### config.mk
export PLATFORM = sky130hd
export DESIGN_NAME = ps2_kbd_rx_flat
export DESIGN_NICKNAME = d
export VERILOG_FILES = /design/src/rtl/ps2_kbd_rx_if.sv /design/src/rtl/ps2_kbd_rx.sv /design/src/flat_wrapper.sv
export SDC_FILE = /design/constraint.sdc
export NUM_CORES = 1
export LEC_CHECK = 0
export ABC_AREA = 1
export ABC_CLOCK_PERIOD_IN_PS = 2080
export BUFFER_PORTS_ARGS = -buffer_cell sky130_fd_sc_hd__clkbuf_2
export CAP_MARGIN = 10
export CORE_UTILIZATION = 51
export CTS_CLUSTER_DIAMETER = 200
export DETAILED_ROUTE_END_ITERATION = 12
export PLACE_DENSITY = 0.7
export SKIP_CTS_REPAIR_TIMING = 1
export SLEW_MARGIN = 0
export SYNTH_ARGS = -nofsm -noshare
export SYNTH_HDL_FRONTEND = slang
export SYNTH_SLANG_ARGS = --single-unit
### constraint.sdc
create_clock -name clk_sys -period 2.08 [get_ports clk_sys]
set_clock_uncertainty 0.05 [all_clocks]
set_input_delay 0.208 -clock clk_sys [delete_from_list [all_inputs] [get_ports clk_sys]]
set_output_delay 0.208 -clock clk_sys [all_outputs]
set_load 0.005 [all_outputs]
### src/rtl/ps2_kbd_rx_if.sv
// rtl/ps2_kbd_rx_if.sv - decoded key event port between the PS/2 receiver and its reader
interface ps2_kbd_rx_if;
  logic       key_valid;
  logic [7:0] key_code;
  logic       key_ext;
  logic       key_rel;
  logic       key_rd;

  modport master (output key_valid, key_code, key_ext, key_rel, input key_rd);
  modport slave  (input key_valid, key_code, key_ext, key_rel, output key_rd);
endinterface

### src/rtl/ps2_kbd_rx.sv
// rtl/ps2_kbd_rx.sv - PS/2 keyboard receiver: line filter, frame deserialiser, E0/F0 folding, event FIFO
module ps2_kbd_rx #(
  parameter int FILTER    = 8,
  parameter int TIMEOUT   = 2000,
  parameter int FIFO_BITS = 2
) (
  input  logic             clk_sys,
  input  logic             reset,
  input  logic             ps2_clk,
  input  logic             ps2_data,
  output logic [7:0]       rx_byte,
  output logic             rx_strobe,
  output logic             parity_err,
  output logic             frame_err,
  output logic             overflow,
  ps2_kbd_rx_if.master     key
);

  localparam int DEPTH = 1 << FIFO_BITS;
  localparam int FW    = $clog2(FILTER + 1);
  localparam int TW    = $clog2(TIMEOUT + 1);
  localparam logic [FW-1:0]        FILT_LAST = FW'(FILTER - 1);
  localparam logic [TW-1:0]        TO_LAST   = TW'(TIMEOUT - 1);
  localparam logic [FIFO_BITS:0]   FULL_CNT  = (FIFO_BITS+1)'(DEPTH);

  typedef enum logic [1:0] {ST_IDLE, ST_DATA, ST_PARITY, ST_STOP} state_t;

  logic          clk_s1, clk_s2, dat_s1, dat_s2;
  logic          filt_clk, filt_prev;
  logic [FW-1:0] filt_cnt;
  logic          fall;

  always_ff @(posedge clk_sys) begin
    if (reset) begin
      clk_s1    <= 1'b1;
      clk_s2    <= 1'b1;
      dat_s1    <= 1'b1;
      dat_s2    <= 1'b1;
      filt_clk  <= 1'b1;
      filt_prev <= 1'b1;
      filt_cnt  <= '0;
    end else begin
      clk_s1    <= ps2_clk;
      clk_s2    <= clk_s1;
      dat_s1    <= ps2_data;
      dat_s2    <= dat_s1;
      filt_prev <= filt_clk;
      // A new clock level is only believed after FILTER unbroken cycles.
      if (clk_s2 == filt_clk) begin
        filt_cnt <= '0;
      end else if (filt_cnt == FILT_LAST) begin
        filt_clk <= clk_s2;
        filt_cnt <= '0;
      end else begin
        filt_cnt <= filt_cnt + 1'b1;
      end
    end
  end

  assign fall = filt_prev & ~filt_clk;

  state_t        state_q, state_d;
  logic [7:0]    shreg_q, shreg_d, byte_d;
  logic [2:0]    bit_cnt_q, bit_cnt_d;
  logic          par_q, par_d;
  logic [TW-1:0] to_cnt_q, to_cnt_d;
  logic          strobe_d, perr_d, ferr_d;

  always_comb begin
    state_d   = state_q;
    shreg_d   = shreg_q;
    bit_cnt_d = bit_cnt_q;
    par_d     = par_q;
    to_cnt_d  = (state_q == ST_IDLE || fall) ? '0 : to_cnt_q + 1'b1;
    byte_d    = rx_byte;
    strobe_d  = 1'b0;
    perr_d    = 1'b0;
    ferr_d    = 1'b0;
    case (state_q)
      ST_IDLE: if (fall) begin
        if (!dat_s2) begin
          state_d   = ST_DATA;
          bit_cnt_d = 3'd0;
        end else begin
          ferr_d = 1'b1;
        end
      end
      ST_DATA: if (fall) begin
        shreg_d   = {dat_s2, shreg_q[7:1]};
        bit_cnt_d = bit_cnt_q + 3'd1;
        if (bit_cnt_q == 3'd7) state_d = ST_PARITY;
      end
      ST_PARITY: if (fall) begin
        par_d   = dat_s2;
        state_d = ST_STOP;
      end
      ST_STOP: if (fall) begin
        state_d = ST_IDLE;
        if (!dat_s2) begin
          ferr_d = 1'b1;
        end else if (^{shreg_q, par_q}) begin
          strobe_d = 1'b1;
          byte_d   = shreg_q;
        end else begin
          perr_d = 1'b1;
        end
      end
      default: state_d = ST_IDLE;
    endcase
    // A stalled frame is abandoned; an edge arriving on the same cycle wins.
    if (state_q != ST_IDLE && !fall && to_cnt_q == TO_LAST) begin
      state_d = ST_IDLE;
      ferr_d  = 1'b1;
    end
  end

  always_ff @(posedge clk_sys) begin
    if (reset) begin
      state_q    <= ST_IDLE;
      shreg_q    <= '0;
      bit_cnt_q  <= '0;
      par_q      <= 1'b0;
      to_cnt_q   <= '0;
      rx_byte    <= '0;
      rx_strobe  <= 1'b0;
      parity_err <= 1'b0;
      frame_err  <= 1'b0;
    end else begin
      state_q    <= state_d;
      shreg_q    <= shreg_d;
      bit_cnt_q  <= bit_cnt_d;
      par_q      <= par_d;
      to_cnt_q   <= to_cnt_d;
      rx_byte    <= byte_d;
      rx_strobe  <= strobe_d;
      parity_err <= perr_d;
      frame_err  <= ferr_d;
    end
  end

  logic                 ext_q, rel_q;
  logic [9:0]           mem [DEPTH];
  logic [FIFO_BITS-1:0] wr_ptr, rd_ptr;
  logic [FIFO_BITS:0]   count;
  logic                 is_prefix, wr, pop, full, accept;
  logic [9:0]           head;

  assign is_prefix = (rx_byte == 8'hE0) || (rx_byte == 8'hF0);
  assign wr        = rx_strobe && !is_prefix;
  assign pop       = key.key_rd && (count != '0);
  assign full      = (count == FULL_CNT);
  assign accept    = wr && (!full || pop);

  always_ff @(posedge clk_sys) begin
    if (reset) begin
      ext_q    <= 1'b0;
      rel_q    <= 1'b0;
      wr_ptr   <= '0;
      rd_ptr   <= '0;
      count    <= '0;
      overflow <= 1'b0;
    end else begin
      if (parity_err || frame_err) begin
        ext_q <= 1'b0;
        rel_q <= 1'b0;
      end else if (rx_strobe) begin
        if (rx_byte == 8'hE0) begin
          ext_q <= 1'b1;
        end else if (rx_byte == 8'hF0) begin
          rel_q <= 1'b1;
        end else begin
          ext_q <= 1'b0;
          rel_q <= 1'b0;
        end
      end
      if (wr && full && !pop) overflow <= 1'b1;
      if (accept) wr_ptr <= wr_ptr + 1'b1;
      if (pop)    rd_ptr <= rd_ptr + 1'b1;
      case ({accept, pop})
        2'b10:   count <= count + 1'b1;
        2'b01:   count <= count - 1'b1;
        default: count <= count;
      endcase
    end
  end

  always_ff @(posedge clk_sys) begin
    if (accept) mem[wr_ptr] <= {ext_q, rel_q, rx_byte};
  end

  assign head          = mem[rd_ptr];
  assign key.key_valid = (count != '0);
  assign key.key_code  = key.key_valid ? head[7:0] : 8'h00;
  assign key.key_rel   = key.key_valid & head[8];
  assign key.key_ext   = key.key_valid & head[9];

endmodule

### src/flat_wrapper.sv
// flat-port wrapper written by rule: the top's interface ports become plain ports
module ps2_kbd_rx_flat 
#(
  parameter int FILTER    = 8,
  parameter int TIMEOUT   = 2000,
  parameter int FIFO_BITS = 2
)
  (clk_sys, reset, ps2_clk, ps2_data, rx_byte, rx_strobe, parity_err, frame_err, overflow, key_key_valid, key_key_code, key_key_ext, key_key_rel, key_key_rd);
  ps2_kbd_rx_if key_i ();
  input  logic clk_sys;
  input  logic reset;
  input  logic ps2_clk;
  input  logic ps2_data;
  output logic [7:0] rx_byte;
  output logic rx_strobe;
  output logic parity_err;
  output logic frame_err;
  output logic overflow;
  output wire logic [$bits(key_i.key_valid)-1:0] key_key_valid;
  output wire logic [$bits(key_i.key_code)-1:0] key_key_code;
  output wire logic [$bits(key_i.key_ext)-1:0] key_key_ext;
  output wire logic [$bits(key_i.key_rel)-1:0] key_key_rel;
  input wire logic [$bits(key_i.key_rd)-1:0] key_key_rd;
  assign key_key_valid = key_i.key_valid;
  assign key_key_code = key_i.key_code;
  assign key_key_ext = key_i.key_ext;
  assign key_key_rel = key_i.key_rel;
  assign key_i.key_rd = key_key_rd;
  ps2_kbd_rx #(.FILTER(FILTER), .TIMEOUT(TIMEOUT), .FIFO_BITS(FIFO_BITS)) u_core (.clk_sys(clk_sys), .reset(reset), .ps2_clk(ps2_clk), .ps2_data(ps2_data), .rx_byte(rx_byte), .rx_strobe(rx_strobe), .parity_err(parity_err), .frame_err(frame_err), .overflow(overflow), .key(key_i));
endmodule
* Word level (Yosys, flattened, before mapping)
Memories as Yosys holds them, arrays and structs flattened. A register that Yosys moved wholly into a read port is not among the register bits.
Cells that the tools add are included.
** Storage, ports and cells
- Bits in registers :: 56
- Bits in latches :: 0
- RAM bits :: 40
- Memory bits (read-only) :: 0
- Input port bits :: 5
- Output and inout port bits :: 23
- Memories :: 1
** Memories
- u_core.mem :: depth 4, width 10, rd ports 1, clocked after Yosys merged registers in 1, wr ports 1, line ps2_kbd_rx.sv:142 : logic [9:0] mem [DEPTH];
** Cells by class
- Add/subtract/negate cells :: 7
- $mul :: 0
- Divide/modulo/power cells :: 0
- $lt $le $gt $ge :: 0
- Equality and inequality tests :: 19
- Shift-type cells :: 0
- Mux-type cells :: 28
- Bitwise logic cells :: 9
- Reductions and logical operators :: 34
** Operators with widths (count)
- == test 8 bit, second input constant :: 2
- two-way mux 2 bit :: 8
- two-way mux 1 bit :: 12
- != test 2 x 1 -> 1 bit, second input constant :: 6
- case mux 3 bit (2 select lines) :: 2
- adder 11 x 1 -> 11 bit, second input constant :: 1
- == test 11 bit, second input constant :: 1
- AND reduction 2 bit :: 5
- two-way mux 3 bit :: 3
- XOR reduction 9 bit :: 1
- two-way mux 8 bit :: 1
- case mux 2 bit (4 select lines) :: 1
- AND reduction 4 bit :: 2
- logical AND 1 bit :: 7
- adder 3 x 1 -> 3 bit, second input constant :: 2
- == test 2 bit, second input constant :: 3
- == test 3 bit, second input constant :: 2
- NOT 1 bit :: 6
- AND reduction 6 bit :: 1
- nonzero test 2 bit :: 3
- OR reduction 2 bit :: 3
- adder 2 x 1 -> 2 bit, second input constant :: 2
- adder 4 x 1 -> 4 bit, second input constant :: 1
- == test 2 x 1 -> 1 bit, second input constant :: 2
- other kinds (12) :: 20

* Depth between registers and ports, before layout
Gate-level depths: netlist of run 1.
- Depth in word-level cells :: 7
- Gate-level depth with buffers :: 11

* Worst setup path before layout of run 1
Ideal clock, no wire load.
- Path kind :: register -> register
- Start point :: reg u_core.rx_byte[7]
- End point :: reg u_core.count[2]
- Data arrival time :: 1958 ps
- Data required time :: 1908 ps
- Setup slack :: -50 ps
- Cell stages (with the launch flop) :: 12
- Path buffers :: 0
- Clock period less this slack :: 2130 ps
- Cells stage by stage :: dfxtp_1 -> inv_1 -> nor4_1 -> nand4_1 -> nand3_2 -> ha_1 -> inv_1 -> fa_1 -> a21oi_1 -> o21ai_0 -> o21ai_0 -> a21oi_1
** On the way
- Longest elaborated chain between the ends :: 7
- Elaborated cells on any way between the ends :: 10
** Ends and longest elaborated chain
- start, declared :: line ps2_kbd_rx.sv:11 : output logic [7:0] rx_byte,
- start signal, assigned :: line ps2_kbd_rx.sv:134 : rx_byte <= byte_d;
- == test 8 bit :: line ps2_kbd_rx.sv:148 : assign is_prefix = (rx_byte == 8'hE0) || (rx_byte == 8'hF0);
- logical OR 1 bit * :: line ps2_kbd_rx.sv:148
- zero test 1 bit * :: line ps2_kbd_rx.sv:149 : assign wr = rx_strobe && !is_prefix;
- logical AND 1 bit * :: line ps2_kbd_rx.sv:149
- logical AND 1 bit * :: line ps2_kbd_rx.sv:152 : assign accept = wr && (!full || pop);
- == test 2 x 1 -> 1 bit / == test 2 bit (equally long branches) :: line ps2_kbd_rx.sv:179 : case ({accept, pop})
- case mux 3 bit (2 select lines) / nonzero test 2 bit (equally long branches)
- end signal, assigned :: line ps2_kbd_rx.sv:180 : 2'b10: count <= count + 1'b1;
- end signal, assigned :: line ps2_kbd_rx.sv:181 : 2'b01: count <= count - 1'b1;
- end signal, assigned :: line ps2_kbd_rx.sv:182 : default: count <= count;
- end, declared :: line ps2_kbd_rx.sv:144 : logic [FIFO_BITS:0] count;
Every way passes the cells marked *; elsewhere a longest branch is shown, timed or not.
A chain may end at the register's enable or synchronous reset.

* Worst setup path in the final report of run 1
- Start point :: reg u_core.rx_byte[2]
- End point :: reg u_core.count[2]
Same word-level chain as after synthesis.

==> results of run 1 <==
-- kinds of logic after synthesis --
kind of cell	share of synthesized area [%]
simple gates	22.5
flops	55.8
compound gates	10.6
buf+inv	6.30
fa+ha+maj	4.32
xor+xnor	0.414
-- cells in the final DEF, fill, tap and decap left out, types with 4 or more instances in the layout --
cell	synthesis	routed
sky130_fd_sc_hd__o21ai_0	39	37
sky130_fd_sc_hd__clkbuf_2	0	27
sky130_fd_sc_hd__o21ai_1	2	4
sky130_fd_sc_hd__clkbuf_8	0	9
sky130_fd_sc_hd__dfxtp_1	58	56
sky130_fd_sc_hd__inv_2	7	7
sky130_fd_sc_hd__buf_4	1	17
sky130_fd_sc_hd__nor2_2	3	5
sky130_fd_sc_hd__inv_1	51	51
sky130_fd_sc_hd__edfxtp_1	40	40
sky130_fd_sc_hd__or2_2	4	4
sky130_fd_sc_hd__nand3_2	5	5
sky130_fd_sc_hd__nand2_2	5	5
sky130_fd_sc_hd__a21oi_1	41	40
sky130_fd_sc_hd__nand3_1	17	17
sky130_fd_sc_hd__ha_1	13	12
sky130_fd_sc_hd__nand2_1	72	72
sky130_fd_sc_hd__nor2_1	85	82
-- layout make-up --
type,count,share of cell area [%]
clock buffers,9,2.57
well taps,102,2.65
repair buffers,46,5.86
flip-flops and latches,98,49.0
multi-input cells,311,34.0
inverters,60,4.67
clock inverters,7,1.25
-- power breakdown --
part	leakage [nW]	internal, mW	switching, mW
Clock	0.0848	0.455	0.696
Combinational	1.02	0.128	0.192
Sequential	0.762	2.00	0.0150
Total	1.87	2.59	0.903
-- registers in the layout (all words and copies together), names as in the netlist, 2 cells and up, named ones only --
register	flops
u_core.filt_cnt	4
u_core.rd_ptr	2
u_core.shreg_q	8
u_core.to_cnt_q	11
u_core.count	3
u_core.rx_byte	8
u_core.mem	40
u_core.wr_ptr	2
u_core.bit_cnt_q	3
u_core.state_q	2
-- layer usage --
metal / part of all wire (%) / track usage, % / up-vias
li1: - / - / 1651
met1: 45 / 21.5 / 1340
met2: 49 / 32.4 / 41
met3: 3.7 / 3.66 / 13
met4: 2.2 / 10.3 / 0
met5: 0 / 0 / -
-- path summary, 6_finish.rpt --
| check | to | slack [ns] | depth (start not counted) |
|---|---|---|---|
| worst max-delay path | u_core.count[2] | 0.11 | 10 |
| worst min-delay path | u_core.frame_err | 0.17 | 3 |
| worst max register to register | u_core.count[2] | 0.11 | 10 |
| worst min register to register | u_core.dat_s2 | 0.37 | 1 |
-- per-stage QoR --
step	setup TNS (ns)	instances	power (mW)	area [µm²]	setup slack (ns)
3_3_place_gp	-0.0403	614	2.37	4580	-0.0403
3_5_place_dp	-0.0144	614	2.38	4580	-0.0144
4_1_cts	-0.0430	630	3.51	4760	-0.0430
5_1_grt	-0.0410	633	3.64	4820	-0.0410
6_report	0	633	3.49	4820	0.108
2_1_floorplan	0	479	2.24	4240	0.0109
-- worst max-delay path, stage by stage, from the launching register on --
cell                      delay [ns]
sky130_fd_sc_hd__dfxtp_2        0.35
sky130_fd_sc_hd__nor4_4         0.25
sky130_fd_sc_hd__nand4_1        0.17
sky130_fd_sc_hd__nand3_2        0.11
sky130_fd_sc_hd__ha_2           0.15
sky130_fd_sc_hd__inv_1          0.05
sky130_fd_sc_hd__fa_2           0.34
sky130_fd_sc_hd__a21oi_2        0.11
sky130_fd_sc_hd__o21ai_1        0.08
sky130_fd_sc_hd__o21ai_1        0.14
sky130_fd_sc_hd__a21oi_1        0.05
==> out/qor.json, run 1 <==
{
  "sta": {
    "hold_viol_final": 0,
    "maxSlewHeadroom_pct": 40.2,
    "fmaxAchievable_mhz": 507,
    "finalHoldWorstSlack_ns": 0.166,
    "period_share_pct": 94.8,
    "final-setup-viol-count": 0,
    "final_max_slew_viol_count": 0,
    "tightest_slew_ns": 0.894,
    "grt_setup_unrepaired": "yes",
    "finalWorstPathRequiredPeriod_ns": 1.97
  },
  "synth": {
    "post-synth-top-area-fraction_pct": 28.4,
    "yosys-top-cells-count": "85 x sky130_fd_sc_hd__nor2_1, 72 x sky130_fd_sc_hd__nand2_1, 58 x sky130_fd_sc_hd__dfxtp_1",
    "ys_async_sr_fraction_pct": 0,
    "yosysWarnings": 0,
    "netlist_instances": 479,
    "synth.ff_latch_count": 98,
    "yosys-top-cells-area": "sky130_fd_sc_hd__edfxtp_1 28%, sky130_fd_sc_hd__dfxtp_1 27%, sky130_fd_sc_hd__nor2_1 7.5%",
    "ys_seq_area_share_pct": 55.8,
    "synthesis.area_um2": 4230,
    "synthesis.nets": 498,
    "yosys_most_used_dff": "sky130_fd_sc_hd__dfxtp_1",
    "synth.largest_area_cell": "sky130_fd_sc_hd__edfxtp_1",
    "post_synth.cell_area_avg_um2": 8.83,
    "synthMostInstantiatedCell": "sky130_fd_sc_hd__nor2_1",
    "netlist-cell-type-count": 35,
    "number_of_flops_mapped_to_enable_cells_by_yosys": 40
  },
  "hold_path": {
    "holdCritStartpoint": "reset",
    "min_path_type": "in2reg"
  },
  "global_route": {
    "grt_pass1_wl_um": 12400,
    "via_count_of_the_first_global_routing_pass": 2873,
    "antenna_violations_before_repair": 0,
    "grtUsageTotal_pct": 18.6,
    "pin_count_of_the_biggest_net_entering_global_routing": 21,
    "globalRoute.totalOverflow": 0
  },
  "detailed_routing": {
    "detail_route.wirelength_um": 7220,
    "firstDrtPassIters": 4,
    "routed-via-count": 3045,
    "drtAntennaViolNets": 0,
    "drt-vias-per-instance": 4.81,
    "routed_wire_length_per_instance_um": 11.4,
    "drc": 0,
    "first_iteration_detailed_routing_drc_count": 150
  },
  "floorplan": {
    "die_width_um": 93.1,
    "floorplan.rows": 32,
    "chipHeight_um": 93.1,
    "start_util_pct": 53.6,
    "core_area_um2": 7890,
    "fp.dieArea_um2": 8660,
    "boundary_pins": 28
  },
  "power_and_ir_drop": {
    "p_per_area_nw_per_um2": 723,
    "power.static_leakage_nw": 1.87,
    "vdd.ir_drop.worst_mv": 0.502
  },
  "layout": {
    "finalCoreUtilization_pct": 61.1,
    "fraction_of_layout_instances_using_a_drive_strength_above_1_pct": 18.6,
    "fin_nets": 545,
    "storage_cell_area_um2": 2360,
    "nFillCells": 672,
    "multiInputGateArea_um2": 1640,
    "number_of_antenna_cells_inserted": 0,
    "layout_stage_area_growth_over_the_synthesis_result_pct": 14.0
  },
  "critical_path": {
    "path_max_fanout": 2,
    "critPathCaptureType": "register",
    "worst_r2r_startpoint": "u_core.rx_byte[2]",
    "worstSetupPathType": "reg2reg",
    "worstSetupStartpoint": "u_core.rx_byte[2]",
    "setup.worst_path.start_class": "register",
    "worst-endpoint-required_ns": 2.29,
    "worst_ep_arrival_time_ns": 2.18
  },
  "clock_network": {
    "clkSinkCount": 98,
    "htree_num_levels": 3,
    "cts_tree": "yes",
    "insertion_delay_ns": 0.37,
    "clockBufferDepth": 2,
    "tritoncts.num_buffers": 9,
    "clock_root_buffer": "sky130_fd_sc_hd__clkbuf_8",
    "clkSlewWorstSetupHoldPaths_ns": 0.10
  },
  "placed_design": {
    "placement.io_buffers": 27,
    "final_weighted_congestion_in_routability_driven_placement": 0.766,
    "dp.final_hpwl_um": 5160
  },
  "job": {
    "cap_violations": 0
  },
  "status": {
    "status": "complete, no violations"
  }
}
Power figures use the tool's default switching activity.
==> run 2: changes to the inputs <==
--- a/config.mk
+++ b/config.mk
@@ -9,12 +9,12 @@
 export ABC_CLOCK_PERIOD_IN_PS = 2080
 export BUFFER_PORTS_ARGS = -buffer_cell sky130_fd_sc_hd__clkbuf_2
 export CAP_MARGIN = 10
-export CORE_UTILIZATION = 51
+export CORE_UTILIZATION = 54
 export CTS_CLUSTER_DIAMETER = 200
 export DETAILED_ROUTE_END_ITERATION = 12
-export PLACE_DENSITY = 0.7
+export PLACE_DENSITY = 0.73
 export SKIP_CTS_REPAIR_TIMING = 1
-export SLEW_MARGIN = 0
+export SLEW_MARGIN = 20
 export SYNTH_ARGS = -nofsm -noshare
 export SYNTH_HDL_FRONTEND = slang
 export SYNTH_SLANG_ARGS = --single-unit
==> constraint.sdc (replaced) <==
create_clock -name clk_sys -period 2.08 [get_ports clk_sys]
set_clock_uncertainty 0.05 [all_clocks]
set_input_delay 0.624 -clock clk_sys [delete_from_list [all_inputs] [get_ports clk_sys]]
set_output_delay 0.624 -clock clk_sys [all_outputs]
set_load 0.005 [all_outputs]
==> run 2 against run 1 <==
Compared with the run above: the flow now finishes with violations (negative setup slack); count of clock-buffer cells in the layout stayed put; hold slack improved by 0.20 ns; critical path type is now reg2out; sequential share of layout area shrank 1.1 points; utilization increased by 5.6 points; power increased by 6.9%; via count up 6.8%; cell area rose by 2.5%; highest routed layer unchanged; worst setup slack lost 0.20 ns; register-to-register slack got worse by 0.11 ns.
==> out/qor.json, run 2 (synthesis results as in run 1) <==
{
  "status": {
    "status": {"value": "finished, violations left", "change": "was complete, no violations"},
    "failed_checks": "negative setup slack"
  },
  "global_route": {
    "antenna_violations_before_repair": {"value": 0, "change": "unchanged"},
    "via_count_of_the_first_global_routing_pass": {"value": 2971, "change": "was 2873"},
    "grt_pass1_wl": {"value": 13100, "unit": "µm", "change": "was 12400 µm"},
    "globalRoute.totalOverflow": {"value": 0, "change": "unchanged"},
    "pin_count_of_the_biggest_net_entering_global_routing": {"value": 21, "change": "unchanged"},
    "grtUsageTotal": {"value": 20.2, "unit": "%", "change": "was 18.6%"}
  },
  "layout": {
    "most-common-layout-cells": {"value": "78 x sky130_fd_sc_hd__nor2_1, 72 x sky130_fd_sc_hd__nand2_1, 53 x sky130_fd_sc_hd__dfxtp_1", "change": "was 82 x sky130_fd_sc_hd__nor2_1, 72 x sky130_fd_sc_hd__nand2_1, 56 x sky130_fd_sc_hd__dfxtp_1"},
    "reg_top3": {"value": "u_core.mem x40, u_core.to_cnt_q x11", "change": "unchanged"},
    "largest_reg_flops": {"value": 40, "change": "unchanged"},
    "layout_stage_area_growth_over_the_synthesis_result": {"value": 16.8, "unit": "%", "change": "was 14.0%"},
    "layout.cells.most_common": {"value": "sky130_fd_sc_hd__nor2_1", "change": "unchanged"},
    "largest_register": {"value": "u_core.mem", "change": "unchanged"},
    "fin_nets": {"value": 550, "change": "was 545"},
    "fraction_of_layout_instances_using_a_drive_strength_above_1": {"value": 21.6, "unit": "%", "change": "was 18.6%"},
    "final-instance-count-excl-fill": {"value": 635, "change": "was 633"},
    "number_of_antenna_cells_inserted": {"value": 0, "change": "unchanged"},
    "finalCoreUtilization": {"value": 66.7, "unit": "%", "change": "was 61.1%"}
  },
  "hold_path": {
    "min_path_type": {"value": "reg2reg", "change": "was in2reg"},
    "holdPathStages": {"value": 1, "change": "was 3"},
    "hold-path-endpoint": {"value": "u_core.dat_s2", "change": "was u_core.frame_err"},
    "holdCritStartpoint": {"value": "u_core.dat_s1", "change": "was reset"}
  },
  "sta": {
    "final_max_slew_viol_count": {"value": 0, "change": "unchanged"},
    "tightest_slew": {"value": 0.419, "unit": "ns", "change": "was 0.894 ns"},
    "final-setup-viol-count": {"value": 10, "change": "was 0"},
    "maxSlewHeadroom": {"value": 71.8, "unit": "%", "change": "was 40.2%"},
    "grt_setup_unrepaired": {"value": "yes", "change": "unchanged"},
    "finalWorstPathRequiredPeriod": {"value": 2.17, "unit": "ns", "change": "was 1.97 ns"},
    "hold_viol_final": {"value": 0, "change": "unchanged"},
    "timing.final.ws_setup": {"value": -0.0896, "unit": "ns", "change": "was 0.108 ns"},
    "finalHoldWorstSlack": {"value": 0.369, "unit": "ns", "change": "was 0.166 ns"},
    "fmaxAchievable": {"value": 461, "unit": "MHz", "change": "was 507 MHz"},
    "period_share": {"value": 104, "unit": "%", "change": "was 94.8%"}
  },
  "power_and_ir_drop": {
    "power.static_leakage": {"value": 1.94, "unit": "nW", "change": "was 1.87 nW"},
    "p_seq_share": {"value": 54.3, "unit": "%", "change": "was 57.8%"},
    "intPower": {"value": 2.84, "unit": "mW", "change": "was 2.59 mW"},
    "p_per_area": {"value": 755, "unit": "nW/µm²", "change": "was 723 nW/µm²"},
    "power_switching_share": {"value": 23.8, "unit": "%", "change": "was 25.9%"},
    "p_switching": {"value": 888, "unit": "µW", "change": "was 903 µW"},
    "vdd.ir_drop.worst": {"value": 0.376, "unit": "mV", "change": "was 0.502 mV"},
    "power.share.combinational": {"value": 9.5, "unit": "%", "change": "was 9.2%"},
    "power.clock.fraction": {"value": 36.2, "unit": "%", "change": "was 33.0%"}
  },
  "clock_network": {
    "insertion_delay": {"value": 0.36, "unit": "ns", "change": "was 0.37 ns"},
    "clockBufferDepth": {"value": 2, "change": "unchanged"},
    "tritoncts.num_buffers": {"value": 9, "change": "unchanged"},
    "clkSlewWorstSetupHoldPaths": {"value": 0.09, "unit": "ns", "change": "was 0.10 ns"},
    "clkSinkCount": {"value": 98, "change": "unchanged"},
    "cts_tree": {"value": "yes", "change": "unchanged"},
    "htree_num_levels": {"value": 3, "change": "unchanged"},
    "clock_root_buffer": {"value": "sky130_fd_sc_hd__clkbuf_8", "change": "unchanged"}
  },
  "floorplan": {
    "start_util": {"value": 57.1, "unit": "%", "change": "was 53.6%"},
    "die_width": {"value": 90.5, "unit": "µm", "change": "was 93.1 µm"},
    "chipHeight": {"value": 90.5, "unit": "µm", "change": "was 93.1 µm"},
    "fp.dieArea": {"value": 8190, "unit": "µm²", "change": "was 8660 µm²"},
    "core_area": {"value": 7410, "unit": "µm²", "change": "was 7890 µm²"},
    "boundary_pins": {"value": 28, "change": "unchanged"},
    "floorplan.rows": {"value": 31, "change": "was 32"}
  },
  "critical_path": {
    "r2r_setup_slack": {"value": 0, "unit": "ns", "change": "was 0.11 ns"},
    "critical-path-max-stage-delay": {"value": 0.36, "unit": "ns", "change": "was 0.35 ns"},
    "cpMaxStageDelayCell": {"value": "sky130_fd_sc_hd__dfxtp_2", "change": "unchanged"},
    "cpLargestDelayFamily": {"value": "buffers and inverters", "change": "was simple AND/OR/NAND/NOR gates"},
    "path_max_fanout": {"value": 6, "change": "was 2"},
    "worst-endpoint-required": {"value": 1.41, "unit": "ns", "change": "was 2.29 ns"},
    "crit_path_cell_trace": {"value": "clkinvlp_4 -> buf_6 -> nor2_2 -> o21ai_0 -> a21oi_1 -> buf_2", "change": "was nor4_4 -> nand4_1 -> nand3_2 -> ha_2 -> inv_1 -> fa_2 -> a21oi_2 -> o21ai_1 -> o21ai_1 -> a21oi_1"},
    "setup.worst_path.start_class": {"value": "register", "change": "unchanged"},
    "critical_path.reg2reg.endpoint": {"value": "u_core.count[2]", "change": "unchanged"},
    "worstPathBufferInverterCount": {"value": 3, "change": "was 1"},
    "reg2reg_depth": {"value": 10, "change": "unchanged"},
    "worst_r2r_startpoint": {"value": "u_core.rx_byte[2]", "change": "unchanged"},
    "worst_ep_arrival_time": {"value": 1.50, "unit": "ns", "change": "was 2.18 ns"},
    "critPathCaptureType": {"value": "output port", "change": "was register"},
    "worstSetupPathType": {"value": "reg2out", "change": "was reg2reg"}
  },
  "detailed_routing": {
    "drt-vias-per-instance": {"value": 5.12, "change": "was 4.81"},
    "drtAntennaViolNets": {"value": 0, "change": "unchanged"},
    "firstDrtPassIters": {"value": 4, "change": "unchanged"},
    "first_iteration_detailed_routing_drc_count": {"value": 163, "change": "was 150"},
    "drc": {"value": 0, "change": "unchanged"},
    "detail_route.wirelength": {"value": 7930, "unit": "µm", "change": "was 7220 µm"},
    "routed_wire_length_per_instance": {"value": 12.5, "unit": "µm", "change": "was 11.4 µm"},
    "routed-via-count": {"value": 3251, "change": "was 3045"}
  },
  "placed_design": {
    "placement.io_buffers": {"value": 27, "change": "unchanged"},
    "dpl.cell_count": {"value": 613, "change": "was 614"},
    "dp.final_hpwl": {"value": 5350, "unit": "µm", "change": "was 5160 µm"},
    "final_weighted_congestion_in_routability_driven_placement": {"value": 0.785, "change": "was 0.766"}
  },
  "job": {
    "cap_violations": {"value": 0, "change": "unchanged"}
  }
}
[run 2: cell types whose count changed in the layout (fill, tap and decap cells not counted), sizes merged]
cell	previous run	this run
buf	17	31
clkbuf	36	28
bufinv	0	2
dlygate4sd3	2	0
inv	62	60
clkinvlp	3	4
[run 2: routing by layer]
| layer | global-route usage [%] | routed length [µm] | vias to the layer above |
|---|---|---|---|
| met4 | 9.81 | 125 | 0 |
| met2 | 36.7 | 4140 | 58 |
| met5 | 0 | 0 | - |
| li1 | - | - | 1669 |
| met1 | 22.8 | 3420 | 1515 |
| met3 | 3.28 | 240 | 9 |
[run 2: power groups by stage]
stage	combinational [mW]	clock, mW	sequential (mW)
6_report	0.355	1.35	2.03
5_1_grt	0.397	1.45	2.03
4_1_cts	0.326	1.37	2.02
3_5_place_dp	0.324	0	2.06
3_3_place_gp	0.315	0	2.06
2_1_floorplan	0.178	0	2.06
[run 2: stage by stage]
stage                     total power [mW]  TNS (ns)  setup WS (ns)  instance area [µm²]
after CTS                             3.72     -1.76         -0.254                 4810
final                                 3.73    -0.545        -0.0896                 4940
after floorplan                       2.24         0         0.0109                 4240
after detailed placement              2.38   -0.0660        -0.0660                 4590
after global routing                  3.88     -1.50         -0.161                 4940
after global placement                2.38  -0.00138       -0.00138                 4590
[run 2: worst max path at each step]
stage | from | endpoint | slack (ns) | depth (start not counted)
finish | register | key_key_code[3] | -0.09 | 6
global route | register | key_key_code[5] | -0.16 | 6
CTS | register | key_key_rel | -0.25 | 5
detailed placement | u_core.rx_byte[7] | u_core.count[2] | -0.07 | 11
floorplan | u_core.rx_byte[7] | u_core.count[2] | 0.01 | 11
global placement | u_core.rx_byte[7] | u_core.count[2] | -0.001 | 11
[run 2: area by class of cell]
cell class / instances / area (µm²)
clock buffer: 9 / 124
timing repair buffer: 50 / 330
multi-input combinational: 311 / 1650
fill: 600 / 2470
timing repair inverter: 1 / 7.51
clock inverter: 7 / 98.8
tap: 99 / 124
sequential: 98 / 2370
inverter: 60 / 233
